`src/rtl/rtc_bus_reader.sv`:
```
// Reads one register from a multiplexed address/data RTC chip. Seven bus phases of
// T_PHASE cycles each, with all bus outputs driven straight from flops.
module rtc_bus_reader #(
   parameter int unsigned T_PHASE = 10
) (
   input  logic       clk,
   input  logic       reset,
   input  logic       start,
   input  logic [7:0] addr,
   input  logic [7:0] ad_in,
   output logic [7:0] ad_out,
   output logic       ad_oe,
   output logic       cs_n,
   output logic       rd_n,
   output logic       wr_n,
   output logic       a_d_n,
   output logic [7:0] data_out,
   output logic       busy,
   output logic       done
);

   typedef enum logic [3:0] {
      S_IDLE,
      S_A_SETUP,
      S_A_WR,
      S_A_HOLD,
      S_TURN,
      S_D_CS,
      S_D_RD,
      S_D_HOLD,
      S_DONE
   } state_t;

   localparam logic [7:0] CNT_LAST = 8'(T_PHASE - 1);

   state_t     state;
   state_t     state_nxt;
   logic [7:0] cnt;
   logic [7:0] addr_q;
   logic       phase_end;

   logic nxt_ad_oe;
   logic nxt_cs_n;
   logic nxt_rd_n;
   logic nxt_wr_n;
   logic nxt_a_d_n;
   logic nxt_busy;
   logic nxt_done;

   assign phase_end = (cnt == CNT_LAST);

   // The address register is itself a flop, so ad_out needs no separate output stage.
   assign ad_out = addr_q;

   // NOTE: every signal gets a default before the case so no path leaves it unassigned
   // (an unassigned path in always_comb infers a latch).
   always_comb begin
      state_nxt = state;
      unique case (state)
         S_IDLE:    if (start)     state_nxt = S_A_SETUP;
         S_A_SETUP: if (phase_end) state_nxt = S_A_WR;
         S_A_WR:    if (phase_end) state_nxt = S_A_HOLD;
         S_A_HOLD:  if (phase_end) state_nxt = S_TURN;
         S_TURN:    if (phase_end) state_nxt = S_D_CS;
         S_D_CS:    if (phase_end) state_nxt = S_D_RD;
         S_D_RD:    if (phase_end) state_nxt = S_D_HOLD;
         S_D_HOLD:  if (phase_end) state_nxt = S_DONE;
         S_DONE:                   state_nxt = S_IDLE;
         default:                  state_nxt = S_IDLE;
      endcase
   end

   // Outputs are decoded from the upcoming state so the registered value
   // lines up with the cycle the FSM actually spends in that state.
   always_comb begin
      nxt_ad_oe = 1'b0;
      nxt_cs_n  = 1'b1;
      nxt_rd_n  = 1'b1;
      nxt_wr_n  = 1'b1;
      nxt_a_d_n = 1'b1;
      nxt_busy  = (state_nxt != S_IDLE);
      nxt_done  = 1'b0;
      unique case (state_nxt)
         S_A_SETUP, S_A_HOLD: begin
            nxt_cs_n  = 1'b0;
            nxt_a_d_n = 1'b0;
            nxt_ad_oe = 1'b1;
         end
         S_A_WR: begin
            nxt_cs_n  = 1'b0;
            nxt_a_d_n = 1'b0;
            nxt_ad_oe = 1'b1;
            nxt_wr_n  = 1'b0;
         end
         S_D_CS, S_D_HOLD: nxt_cs_n = 1'b0;
         S_D_RD: begin
            nxt_cs_n = 1'b0;
            nxt_rd_n = 1'b0;
         end
         S_DONE:  nxt_done = 1'b1;
         default: ;
      endcase
   end

   // NOTE: sequential state uses non-blocking assignments so every flop samples
   // pre-edge values regardless of statement order.
   always_ff @(posedge clk) begin
      if (reset) begin
         state    <= S_IDLE;
         cnt      <= '0;
         addr_q   <= '0;
         data_out <= '0;
         ad_oe    <= 1'b0;
         cs_n     <= 1'b1;
         rd_n     <= 1'b1;
         wr_n     <= 1'b1;
         a_d_n    <= 1'b1;
         busy     <= 1'b0;
         done     <= 1'b0;
      end else begin
         state <= state_nxt;
         cnt   <= (state_nxt != state || state == S_IDLE) ? 8'd0 : cnt + 8'd1;
         if (state == S_IDLE && start)
            addr_q <= addr;
         if (state == S_D_RD && phase_end)
            data_out <= ad_in;
         ad_oe <= nxt_ad_oe;
         cs_n  <= nxt_cs_n;
         rd_n  <= nxt_rd_n;
         wr_n  <= nxt_wr_n;
         a_d_n <= nxt_a_d_n;
         busy  <= nxt_busy;
         done  <= nxt_done;
      end
   end

endmodule
```
`config.mk`:
```
export PLATFORM = sky130hd
export DESIGN_NAME = rtc_bus_reader
export DESIGN_NICKNAME = d
export VERILOG_FILES = /design/src/rtl/rtc_bus_reader.sv
export SDC_FILE = /design/constraint.sdc
export NUM_CORES = 1
export LEC_CHECK = 0
export ABC_AREA = 0
export BUFFER_PORTS_ARGS = -buffer_cell sky130_fd_sc_hd__buf_4
export CORE_ASPECT_RATIO = 1.5
export CORE_MARGIN = 2
export CORE_UTILIZATION = 50
export DETAILED_ROUTE_END_ITERATION = 7
export PLACE_DENSITY_LB_ADDON = 0.1
export SLEW_MARGIN = 20
export SYNTH_ARGS = -nofsm -noshare
export SYNTH_HDL_FRONTEND = slang
export SYNTH_SLANG_ARGS = --single-unit
```
`constraint.sdc`:
```
create_clock -name clk -period 2.3 [get_ports clk]
set_input_delay 0.46 -clock clk [delete_from_list [all_inputs] [get_ports clk]]
set_output_delay 0.46 -clock clk [all_outputs]
set_load 0.02 [all_outputs]
```
# Word level (Yosys, flattened, before mapping)
# Index checks and enable logic that the tools add are counted.
[classes]
shifts = 0
n_mux = 15
reduce_logical = 8
n_bitwise = 0
multipliers = 0
n_eq_ne = 16
n_div = 0
order_cmp = 0
n_addsub = 1
[op_table]
columns = ["op", "n"]
rows = [
  ["4-bit 2-to-1 mux", 8],
  ["4-bit one-hot mux with 8 select lines", 1],
  ["4-bit by 3-bit == test with 1-bit output (second input constant)", 7],
  ["4-bit by 2-bit == test with 1-bit output (second input constant)", 4],
  ["8-bit by 1-bit adder with 8-bit output (second input constant)", 1],
  ["4-bit by 1-bit == test with 1-bit output (second input constant)", 2],
  ["8-bit by 4-bit == test with 1-bit output (second input constant)", 1],
  ["1-bit 2-to-1 mux", 6],
  ["6-bit OR reduction", 1],
  ["4-bit == test (second input constant)", 1],
  ["4-bit logical NOT", 1],
  ["4-bit inequality test", 1],
  ["4-bit nonzero test", 1],
  ["3-bit OR reduction", 1],
  ["1-bit logical AND", 2],
  ["2-bit OR reduction", 1],
  ["1-bit logical OR", 1],
]
[totals]
regBits = 35
memories = 0
out_inout_bits = 23
input_bits = 19
ram_bits = 0
elab_cells = 51
latchBits = 0
romBits = 0

# Depth between registers and ports, before layout
# Gate-level depths: netlist of run 1.
[logic_depth]
depth_word = 6
mapped_depth = 6
mapped_depth_nobuf = 5

# Worst setup path before layout of run 1
# OpenSTA, ideal clock, no wires.
[synth_path]
path_kind = "flip-flop to flip-flop"
startpoint = "register cnt[0]"
endpoint = "register data_out[0]"
setup_slack_ns = 0.484
path_stages_with_launch = 6
t_arrival_ns = 1.744
period_less_slack_ns = 1.816
required_time_ns = 2.228
path_cell_list = "dfxtp_1 -> ha_1 -> or4b_4 -> buf_6 -> nor3_4 -> mux2i_1"
[synth_via]
elab_chain_cells = 2
[synth_rtl]
columns = ["element", "line_no", "source"]
rows = [
  ["from (decl)", "38", "logic [7:0] cnt;"],
  ["from (signal assigned)", "122", "cnt <= (state_nxt != state || state == S_IDLE) ? 8'd0 : cnt + 8'd1;"],
  ["8-bit by 4-bit == test with 1-bit output", "50", "assign phase_end = (cnt == CNT_LAST);"],
  ["1-bit logical AND", "125", "if (state == S_D_RD && phase_end)"],
  ["to (signal assigned)", "126", "data_out <= ad_in;"],
  ["to (decl)", "17", "output logic [7:0] data_out,"],
]
# Every way passes these cells.
# A chain may end at the register's enable or synchronous reset.

# Worst setup path after layout of run 1
[layout_path]
startpoint = "register cnt[0]"
endpoint = "register data_out[7]"
# Same word-level chain as after synthesis.

==> out/qor.csv, run 1 <==
stage,metric,value,unit
detailed_routing,avgRoutedWirePerCell,12.96,um
sta,slew_viol_final,0,
sta,fmax,513.9,MHz
critical_path,crit_type,flop to flop,
cts,clk_pin_slew,60,ps
detailed_routing,vias_per_cell,5.379,
critical_path,critical_path_arrival,2150,ps
placement,dpl-instance-area,1805,um2
die,row_count,24,
final_layout,final_area,1887,um2
placement,post-place-ws,361.7,ps
sta,slew_headroom,64.71,%
yosys,synth_top_cell_area_share,47.50,%
cts,cts.root.buffer_cell,clkbuf_8,
detailed_routing,ant_nets,0,
critical_path,end_kind,flop,
sta,rsz0062_at_grt,no,
global_routing,grt_first_pass_wirelength,5244,um
run_status,outcome,completed,
cts,postCtsSetupRepairBufs,0,
final_layout,diodes,0,
power_and_ir_drop,power_frac_seq,54.1,%
critical_path,ff2ff_setup_slack,350,ps
critical_path,rr_endpoint,data_out[7]$_SDFFE_PP0P_,
placement,port_buffers,41,
power_and_ir_drop,switching_share,23.42,%
power_and_ir_drop,p_per_area,618.6,nW/um2
yosys,synthCells,159,
run,cap_viol_max_count,0,
sta,tightestPinTransition,528.2,ps
sta,fin_setup_tns,0,ps
sta,setup_viol,0,
detailed_routing,drtIter0Drc,21,
detailed_routing,drt_first_pass_iters,4,
power_and_ir_drop,combPwrFrac,10.4,%
yosys,synthTopCellsByArea,"dfxtp_1 47%, nand2b_1 7.6%, mux2i_1 6.1%",
cts,hold_buffers,0,
power_and_ir_drop,power.internal,0.8939,mW
yosys,syn_area_per_cell,9.278,um2
yosys,yosys_register_bits,35,
cts,post_cts_resized,0,
critical_path,cp_slowest_stage_delay,530,ps
power_and_ir_drop,p_leak,0.7602,nW
placement,place_congestion,0.8201,
placement,hpwl,2334,um
final_layout,drive_gt1_share,25.87,%
yosys,synth.top_cells.by_count,"35 x dfxtp_1, 18 x nand2b_1, 14 x nand3_1, 13 x a21oi_1, 12 x o21ai_0",
yosys,synth_most_common_cell,dfxtp_1,
critical_path,crit_fanout,8,
final_layout,fill_cells,253,
final_layout,multiInputGateArea,714.4,um2
critical_path,cp_slowest_cell,or4b_4,
critical_path,start_kind,flop,
power_and_ir_drop,switching_power,0.2733,mW
global_routing,grt_start_max_net_pins,27,
global_routing,grt_antenna_before_repair,0,
final_layout,syn2layout_area_growth,27.91,%
sta,setup_ws,354.1,ps
die,pin_count,42,
yosys,syn-num-nets,180,
final_layout,final_nets,221,
yosys,ys_seq_area_share,47.50,%
cts,cts-buffers-inserted,5,
yosys,async_reset_ff_share,0,%
global_routing,grt_pass1_vias,1229,
die,core_area,2853,um2
cts,htree_levels,2,
detailed_routing,num_vias,1291,
sta,period_minus_slack,1946,ps
cts,clock_latency,280,ps
cts,cts.sinks,35,
critical_path,crit_required,2510,ps
power_and_ir_drop,p_clk_share,35.4,%
power_and_ir_drop,ir_worst_vdd,0.4828,mV
die,die_area,3410,um2
cts,cts.path.max_buffers,2,
global_routing,grt_use_total,19.77,%
detailed_routing,drt_wl_total,3111,um
hold_path,min_from,addr[1],
die,die_y,70.53,um
die,die_w,48.35,um
yosys,ys_warn_count,0,
critical_path,cp_cell_sequence,"ha_1, or4b_4, nor3_4, mux2i_1",
global_routing,overflow,0,
sta,skew,3.503,ps
sta,hold_viol,0,
hold_path,whs_path_depth,3,
yosys,syn-cell-area,1475,um2
yosys,synth_top_area_cell,dfxtp_1,
yosys,synth_cell_types,36,
critical_path,rr_startpoint,cnt[0]$_SDFF_PP0_,
yosys,synth_flop_cell,dfxtp_1,
detailed_routing,drcViolationCount,0,
critical_path,reg2reg_depth,4,
die,start_util,51.71,%
sta,period_share,84.60,%
hold_path,hold_path_end,ad_out[1]$_SDFFE_PP0P_,
cts,tritoncts,yes,
yosys,synth_edf_count,0,
final_layout,seq_area,700.7,um2
hold_path,hold_class,input port to flop,
-- layout by cell type, fill, tap and decap left out, types with 2 or more instances in the layout --
| cell | instances |
|---|---|
| o31ai_1 | 2 |
| xor2_1 | 2 |
| nor2_1 | 10 |
| clkbuf_8 | 5 |
| ha_1 | 2 |
| nand2b_1 | 18 |
| o21ai_0 | 12 |
| mux2i_1 | 9 |
| inv_1 | 5 |
| nor3_1 | 2 |
| nand2_1 | 2 |
| nand3_1 | 14 |
| clkbuf_1 | 2 |
| a21oi_1 | 13 |
| dfxtp_1 | 35 |
| o311ai_0 | 2 |
| or3_1 | 4 |
| buf_4 | 43 |
-- power by group through the flow --
stage	registers (mW)	clock network (mW)	logic, mW
detailed placement	0.645	0	0.122
global route	0.634	0.451	0.133
finish	0.632	0.414	0.122
CTS	0.632	0.426	0.123
floorplan	0.658	0	0.0530
global placement	0.645	0	0.119
-- worst max-delay path by stage --
| stage | start | to | slack, ps | depth (start not counted) |
|---|---|---|---|---|
| finish | cnt[0]$_SDFF_PP0_ | data_out[7]$_SDFFE_PP0P_ | 350 | 4 |
| global route | cnt[0]$_SDFF_PP0_ | data_out[7]$_SDFFE_PP0P_ | 240 | 4 |
| CTS | cnt[0]$_SDFF_PP0_ | data_out[7]$_SDFFE_PP0P_ | 340 | 4 |
| detailed placement | cnt[0]$_SDFF_PP0_ | data_out[7]$_SDFFE_PP0P_ | 360 | 4 |
| global placement | cnt[0]$_SDFF_PP0_ | data_out[3]$_SDFFE_PP0P_ | 450 | 4 |
| floorplan | cnt[0]$_SDFF_PP0_ | data_out[0]$_SDFFE_PP0P_ | 480 | 5 |
-- routing by layer --
| metal | vias up | GRT usage, % | part of all wire (%) |
|---|---|---|---|
| met5 | - | 0 | 0 |
| met4 | 0 | 12.06 | 2.9 |
| met3 | 12 | 7.265 | 5.5 |
| met2 | 37 | 35.96 | 55 |
| met1 | 598 | 18.53 | 37 |
| li1 | 644 | - | - |
-- cell type report --
class / instances / share of cell area [%]
clock buffer: 7 / 4.045
clock inverter: 1 / 0.2653
inverter: 5 / 0.9947
multi-input combinational: 110 / 37.86
sequential: 35 / 37.14
tap: 39 / 2.586
timing repair buffer: 43 / 17.11
-- worst max-delay path: cells and delay by family, from the launching register on --
family	cells	cell delay, ps
and+or+nand+nor	2	1020
DFF	1	410
adders and majority gates	1	180
muxes	1	260
-- per-stage QoR --
step / std cells / power [mW] / util (%) / hold slack [ps]
6_report: 240 / 1.167 / 66.14 / 435.8
5_1_grt: 240 / 1.218 / 66.14 / 439.0
4_1_cts: 240 / 1.180 / 66.14 / 429.1
3_5_place_dp: 232 / 0.7678 / 63.29 / 464.4
3_3_place_gp: 232 / 0.7633 / 63.29 / 458.8
2_1_floorplan: 159 / 0.7113 / - / 456.0
-- state kept, by name, summed over array words and instances, names as in the netlist --
register	cells
a_d_n	1
state	4
done	1
cs_n	1
rd_n	1
ad_oe	1
wr_n	1
cnt	8
ad_out	8
busy	1
data_out	8
-- logic make-up after synthesis --
logic type               count (synthesis)  synth area share (%)
AND/OR/NAND/NOR                         61                 24.77
AO/OA/AOI/OAI                           35                 14.08
flip-flops                              35                 47.50
buffers and inverters                   14                 4.071
multiplexers                             9                 6.107
XOR/XNOR                                 3                 1.781
adder cells (fa/ha/maj)                  2                 1.696
Power figures use the tool's default switching activity.
==> run 2, diff against run 1 <==
clock period = 2 ns   (was 2.3 ns; I/O delays follow)
==> run 2 against run 1 <==
Largest cell class unchanged. Flip-flop and latch count is the same. Sequential share of layout area shrank 0.65 points. Clock skew shrank 0.71 ps. Final area grew 1.8%. Utilization grew 1.2 points. Register-to-register slack lost 160 ps. Die area is the same. Sequential power grew 15%. Clock-buffer cell count grew 1. Via count shrank 0.23%. Global-route usage shrank 0.55 points. Critical endpoint is now data_out[4]$_SDFFE_PP0P_.
==> out/qor.csv, run 2 (synthesis gave the netlist of run 1 again) <==
stage,metric,value,unit
final_layout,final_nets,223,
cts,cts.root.buffer_cell,clkbuf_8,
final_layout,syn2layout_area_growth,30.19,%
die,row_count,24,
power_and_ir_drop,finalPower,1.404,mW
detailed_routing,drt_first_pass_iters,4,
detailed_routing,ant_nets,0,
placement,hpwl,2344,um
sta,hold_viol,0,
critical_path,critical_path.top_delay_family,simple AND/OR/NAND/NOR gates,
hold_path,min_from,addr[4],
detailed_routing,drt_wl_total,3089,um
final_layout,diodes,0,
placement,port_buffers,41,
cts,clk_pin_slew,60,ps
cts,cts.path.max_buffers,2,
cts,postCtsSetupRepairBufs,0,
cts,cts-buffers-inserted,5,
run_status,outcome,completed,
die,die_area,3410,um2
power_and_ir_drop,power.internal,1.098,mW
final_layout,drive_gt1_share,27.09,%
die,start_util,51.71,%
critical_path,start_kind,flop,
global_routing,grt_first_pass_wirelength,5140,um
critical_path,ff2ff_setup_slack,190,ps
critical_path,reg2reg_depth,5,
cts,clock_latency,280,ps
critical_path,end_kind,flop,
die,pin_count,42,
sta,fmax,553.5,MHz
sta,fin_setup_tns,0,ps
final_layout,final_cell_mix,"45 x buf_4, 35 x dfxtp_1, 18 x nand2b_1, 14 x nand3_1, 13 x a21oi_1",
placement,post-place-ws,196.3,ps
power_and_ir_drop,ir_worst_vdd,0.5320,mV
detailed_routing,num_vias,1288,
sta,slew_headroom,67.51,%
sta,setup_viol,0,
run,cap_viol_max_count,0,
detailed_routing,avgRoutedWirePerCell,12.76,um
sta,skew,2.792,ps
cts,cts.sinks,35,
sta,slew_viol_final,0,
detailed_routing,drcViolationCount,0,
hold_path,hold_path_end,ad_out[4]$_SDFFE_PP0P_,
global_routing,grt_use_total,19.22,%
critical_path,critical_path_depth,5,
critical_path,cp_slowest_stage_delay,530,ps
cts,post_cts_resized,0,
sta,setup_ws,193.2,ps
global_routing,overflow,0,
sta,rsz0062_at_grt,no,
critical_path,cp_slowest_cell,or4b_4,
critical_path,crit_type,flop to flop,
cts,htree_levels,2,
die,die_w,48.35,um
power_and_ir_drop,switching_share,21.78,%
global_routing,grt_start_max_net_pins,27,
power_and_ir_drop,power_frac_seq,51.8,%
critical_path,crit_fanout,8,
critical_path,cp_cell_sequence,"ha_1, or4b_4, nor3_4, buf_4, mux2i_1",
cts,tritoncts,yes,
placement,place_congestion,0.8063,
critical_path,critical_path_arrival,2010,ps
power_and_ir_drop,p_clk_share,38.3,%
global_routing,grt_pass1_vias,1268,
final_layout,fin_cells,242,
sta,period_minus_slack,1807,ps
critical_path,rr_startpoint,cnt[0]$_SDFF_PP0_,
detailed_routing,vias_per_cell,5.322,
global_routing,grt_antenna_before_repair,0,
sta,tightestPinTransition,486.3,ps
sta,period_share,90.34,%
power_and_ir_drop,switching_power,0.3058,mW
power_and_ir_drop,p_leak,0.7804,nW
placement,place_inst,234,
power_and_ir_drop,p_per_area,730.9,nW/um2
die,die_y,70.53,um
critical_path,timing.critical_path.buf_inv,1,
final_layout,mostFrequentLayoutCell,buf_4,
critical_path,crit_required,2200,ps
hold_path,whs_path_depth,3,
critical_path,rr_endpoint,data_out[4]$_SDFFE_PP0P_,
detailed_routing,drtIter0Drc,19,
power_and_ir_drop,combPwrFrac,9.9,%
die,core_area,2853,um2
cts,hold_buffers,0,
hold_path,hold_class,input port to flop,
run 2: cell types whose count changed in the layout (fill, tap and decap cells not counted), sizes merged:
cell,change
buf,+2
clkinv,-1
clkbuf,+1
run 2: worst max-delay path by stage:
stage	start	end
floorplan	cnt[0]$_SDFF_PP0_	data_out[0]$_SDFFE_PP0P_
global placement	cnt[0]$_SDFF_PP0_	data_out[3]$_SDFFE_PP0P_
detailed placement	cnt[0]$_SDFF_PP0_	data_out[4]$_SDFFE_PP0P_
CTS	cnt[0]$_SDFF_PP0_	data_out[4]$_SDFFE_PP0P_
global route	cnt[0]$_SDFF_PP0_	cs_n$_SDFF_PP1_
finish	cnt[0]$_SDFF_PP0_	data_out[4]$_SDFFE_PP0P_
run 2: cell type report:
cell class / instances / area [um2]
multi-input combinational: 110 / 714.4
inverter: 5 / 18.77
sequential: 35 / 700.7
fill: 243 / 932.1
tap: 39 / 48.80
timing repair buffer: 45 / 337.8
clock buffer: 8 / 100.1
run 2: metal layers:
| layer | GRT usage, % | vias up | routed length, um |
|---|---|---|---|
| li1 | - | 647 | - |
| met5 | 0 | - | 0 |
| met3 | 5.556 | 7 | 147 |
| met1 | 17.26 | 604 | 1170 |
| met2 | 37.50 | 30 | 1716 |
| met4 | 10.48 | 0 | 55 |
run 2: stage by stage:
step	util, %	area, um2	hold WS, ps
floorplan	-	1475	456.0
global placement	63.82	1821	458.9
detailed placement	63.82	1821	471.1
CTS	67.32	1921	372.3
global route	67.32	1921	383.7
finish	67.32	1921	376.8
run 2: power by group through the flow:
stage | Sequential, mW | Clock, mW | Combinational, mW
2_1_floorplan | 0.757 | 0 | 0.0609
3_5_place_dp | 0.742 | 0 | 0.139
6_report | 0.727 | 0.538 | 0.139
4_1_cts | 0.726 | 0.559 | 0.140
5_1_grt | 0.729 | 0.587 | 0.152
3_3_place_gp | 0.741 | 0 | 0.136
run 2: tightest hold or removal path: cells and delay by family:
| kind | cells | cell delay (ps) |
|---|---|---|
| compound gates | 1 | 50 |
| buf+inv | 1 | 100 |
| simple gates | 1 | 50 |
==> run 3, diff against run 2 <==
CORE_UTILIZATION = 45   (was 50)
==> run 3 against run 2 <==
Clock skew increased by 1.9 ps. Via count decreased by 0.70%. Register-to-register slack about the same. Non-clock buffer count unchanged. Die area increased by 10%. Combinational power about the same. Final area about the same. Sequential share of layout area about the same. Final cell count increased by 0.41%. Sequential power about the same. Clock power about the same. Power increased by 0.20%.
==> out/qor.csv, run 3 (synthesis gave the netlist of run 1 again) <==
stage,metric,value,unit
critical_path,critical_path_arrival,2010,ps
critical_path,cp_slowest_cell,or4b_4,
sta,fin_setup_tns,0,ps
global_routing,grt_pass1_vias,1226,
placement,place_congestion,0.8164,
die,die_w,50.75,um
detailed_routing,route.met2.wl,1613,um
detailed_routing,drt_wl_total,3141,um
global_routing,grt_antenna_before_repair,0,
cts,htree_levels,2,
critical_path,end_kind,flop,
global_routing,grt_start_max_net_pins,27,
critical_path,cp_cell_sequence,"ha_1, or4b_4, nor3_4, buf_4, mux2i_1",
critical_path,crit_required,2210,ps
power_and_ir_drop,combPwrFrac,10.0,%
sta,fmax,553.8,MHz
detailed_routing,num_vias,1279,
run,cap_viol_max_count,0,
cts,cts.root.buffer_cell,clkbuf_8,
final_layout,drive_gt1_share,27.09,%
power_and_ir_drop,p_clk_share,38.4,%
cts,clock_latency,280,ps
die,die_y,74.12,um
sta,slew_viol_final,0,
sta,tightestPinTransition,525.8,ps
detailed_routing,drtIter0Drc,30,
critical_path,cp_slowest_stage_delay,540,ps
final_layout,multiInputGateArea,714.4,um2
final_layout,final_util,61.44,%
sta,setup_viol,0,
cts,clk_pin_slew,60,ps
final_layout,syn2layout_area_growth,30.28,%
global_routing,grt_first_pass_wirelength,5209,um
die,core_area,3128,um2
power_and_ir_drop,p_leak,0.7804,nW
power_and_ir_drop,power.internal,1.098,mW
sta,period_share,90.28,%
critical_path,crit_fanout,8,
cts,cts-buffers-inserted,5,
power_and_ir_drop,switching_power,0.3085,mW
detailed_routing,ant_nets,0,
sta,hold_viol,0,
final_layout,seq_area,700.7,um2
critical_path,crit_type,flop to flop,
critical_path,critical_path.top_delay_family,simple AND/OR/NAND/NOR gates,
final_layout,final_cell_mix,"45 x buf_4, 35 x dfxtp_1, 18 x nand2b_1, 14 x nand3_1, 13 x a21oi_1",
placement,port_buffers,41,
critical_path,start_kind,flop,
final_layout,diodes,0,
cts,hold_buffers,0,
sta,slew_headroom,64.87,%
detailed_routing,wl_met1,1264,um
detailed_routing,highest_layer,met4,
die,pin_count,42,
detailed_routing,drcViolationCount,0,
run_status,outcome,completed,
sta,skew,4.723,ps
detailed_routing,route.met3.wl,188,um
sta,period_minus_slack,1806,ps
cts,postCtsSetupRepairBufs,0,
hold_path,hold_class,input port to flop,
global_routing,overflow,0,
cts,post_cts_resized,0,
detailed_routing,vias_per_cell,5.263,
power_and_ir_drop,p_per_area,731.8,nW/um2
global_routing,grt_use_total,18.32,%
critical_path,timing.critical_path.buf_inv,1,
cts,cts.path.max_buffers,2,
cts,cts.sinks,35,
final_layout,mostFrequentLayoutCell,buf_4,
final_layout,fill_cells,273,
power_and_ir_drop,ir_worst_vdd,0.5688,mV
die,start_util,47.16,%
power_and_ir_drop,power_frac_seq,51.7,%
detailed_routing,drt_first_pass_iters,4,
power_and_ir_drop,switching_share,21.94,%
final_layout,final_nets,223,
die,die_area,3762,um2
die,row_count,25,
placement,hpwl,2356,um
cts,tritoncts,yes,
sta,rsz0062_at_grt,no,
detailed_routing,avgRoutedWirePerCell,12.93,um
## run 3: per-stage QoR
stage / hold slack, ps / area, um2 / setup slack (ps) / power, mW / cells
6_report: 377.0 / 1922 / 194.4 / 1.406 / 243
5_1_grt: 382.9 / 1922 / 90.60 / 1.472 / 243
4_1_cts: 371.8 / 1922 / 186.4 / 1.426 / 243
3_5_place_dp: 466.8 / 1822 / 200.3 / 0.8824 / 235
3_3_place_gp: 458.4 / 1822 / 275.3 / 0.8779 / 235
2_1_floorplan: 456.0 / 1475 / 184.2 / 0.8180 / 159
## run 3: metal layers
metal | vias to the layer above | GRT usage (%)
met5 | - | 0
met4 | 0 | 10.51
met3 | 8 | 5.422
met2 | 35 | 32.60
met1 | 592 | 19.04
li1 | 644 | -
## run 3: worst paths after layout
| check | startpoint | to | slack [ps] | depth (start not counted) |
|---|---|---|---|---|
| hold reg to reg | data_out[4]$_SDFFE_PP0P_ | data_out[4]$_SDFFE_PP0P_ | 470 | 2 |
| setup / recovery | cnt[0]$_SDFF_PP0_ | data_out[7]$_SDFFE_PP0P_ | 190 | 5 |
| setup reg to reg | cnt[0]$_SDFF_PP0_ | data_out[7]$_SDFFE_PP0P_ | 190 | 5 |
| hold / removal | addr[0] | ad_out[0]$_SDFFE_PP0P_ | 380 | 3 |
## run 3: power by group through the flow
stage | clock network [mW] | logic, mW | registers (mW)
after floorplan | 0 | 0.0609 | 0.757
after global placement | 0 | 0.136 | 0.741
after detailed placement | 0 | 0.140 | 0.742
after CTS | 0.559 | 0.141 | 0.727
after global routing | 0.590 | 0.154 | 0.728
final | 0.540 | 0.140 | 0.727
## run 3: final cells by class
type	count	share of cell area [%]
Timing Repair Buffer	45	17.58
Tap cell	40	2.604
Inverter	5	0.9766
Clock buffer	8	5.208
Multi-Input combinational cell	110	37.17
Sequential cell	35	36.46
## run 3: tightest hold or removal path, cell delays in order
cell     delay, ps
buf_4          110
nand3_1         50
a21oi_1         50
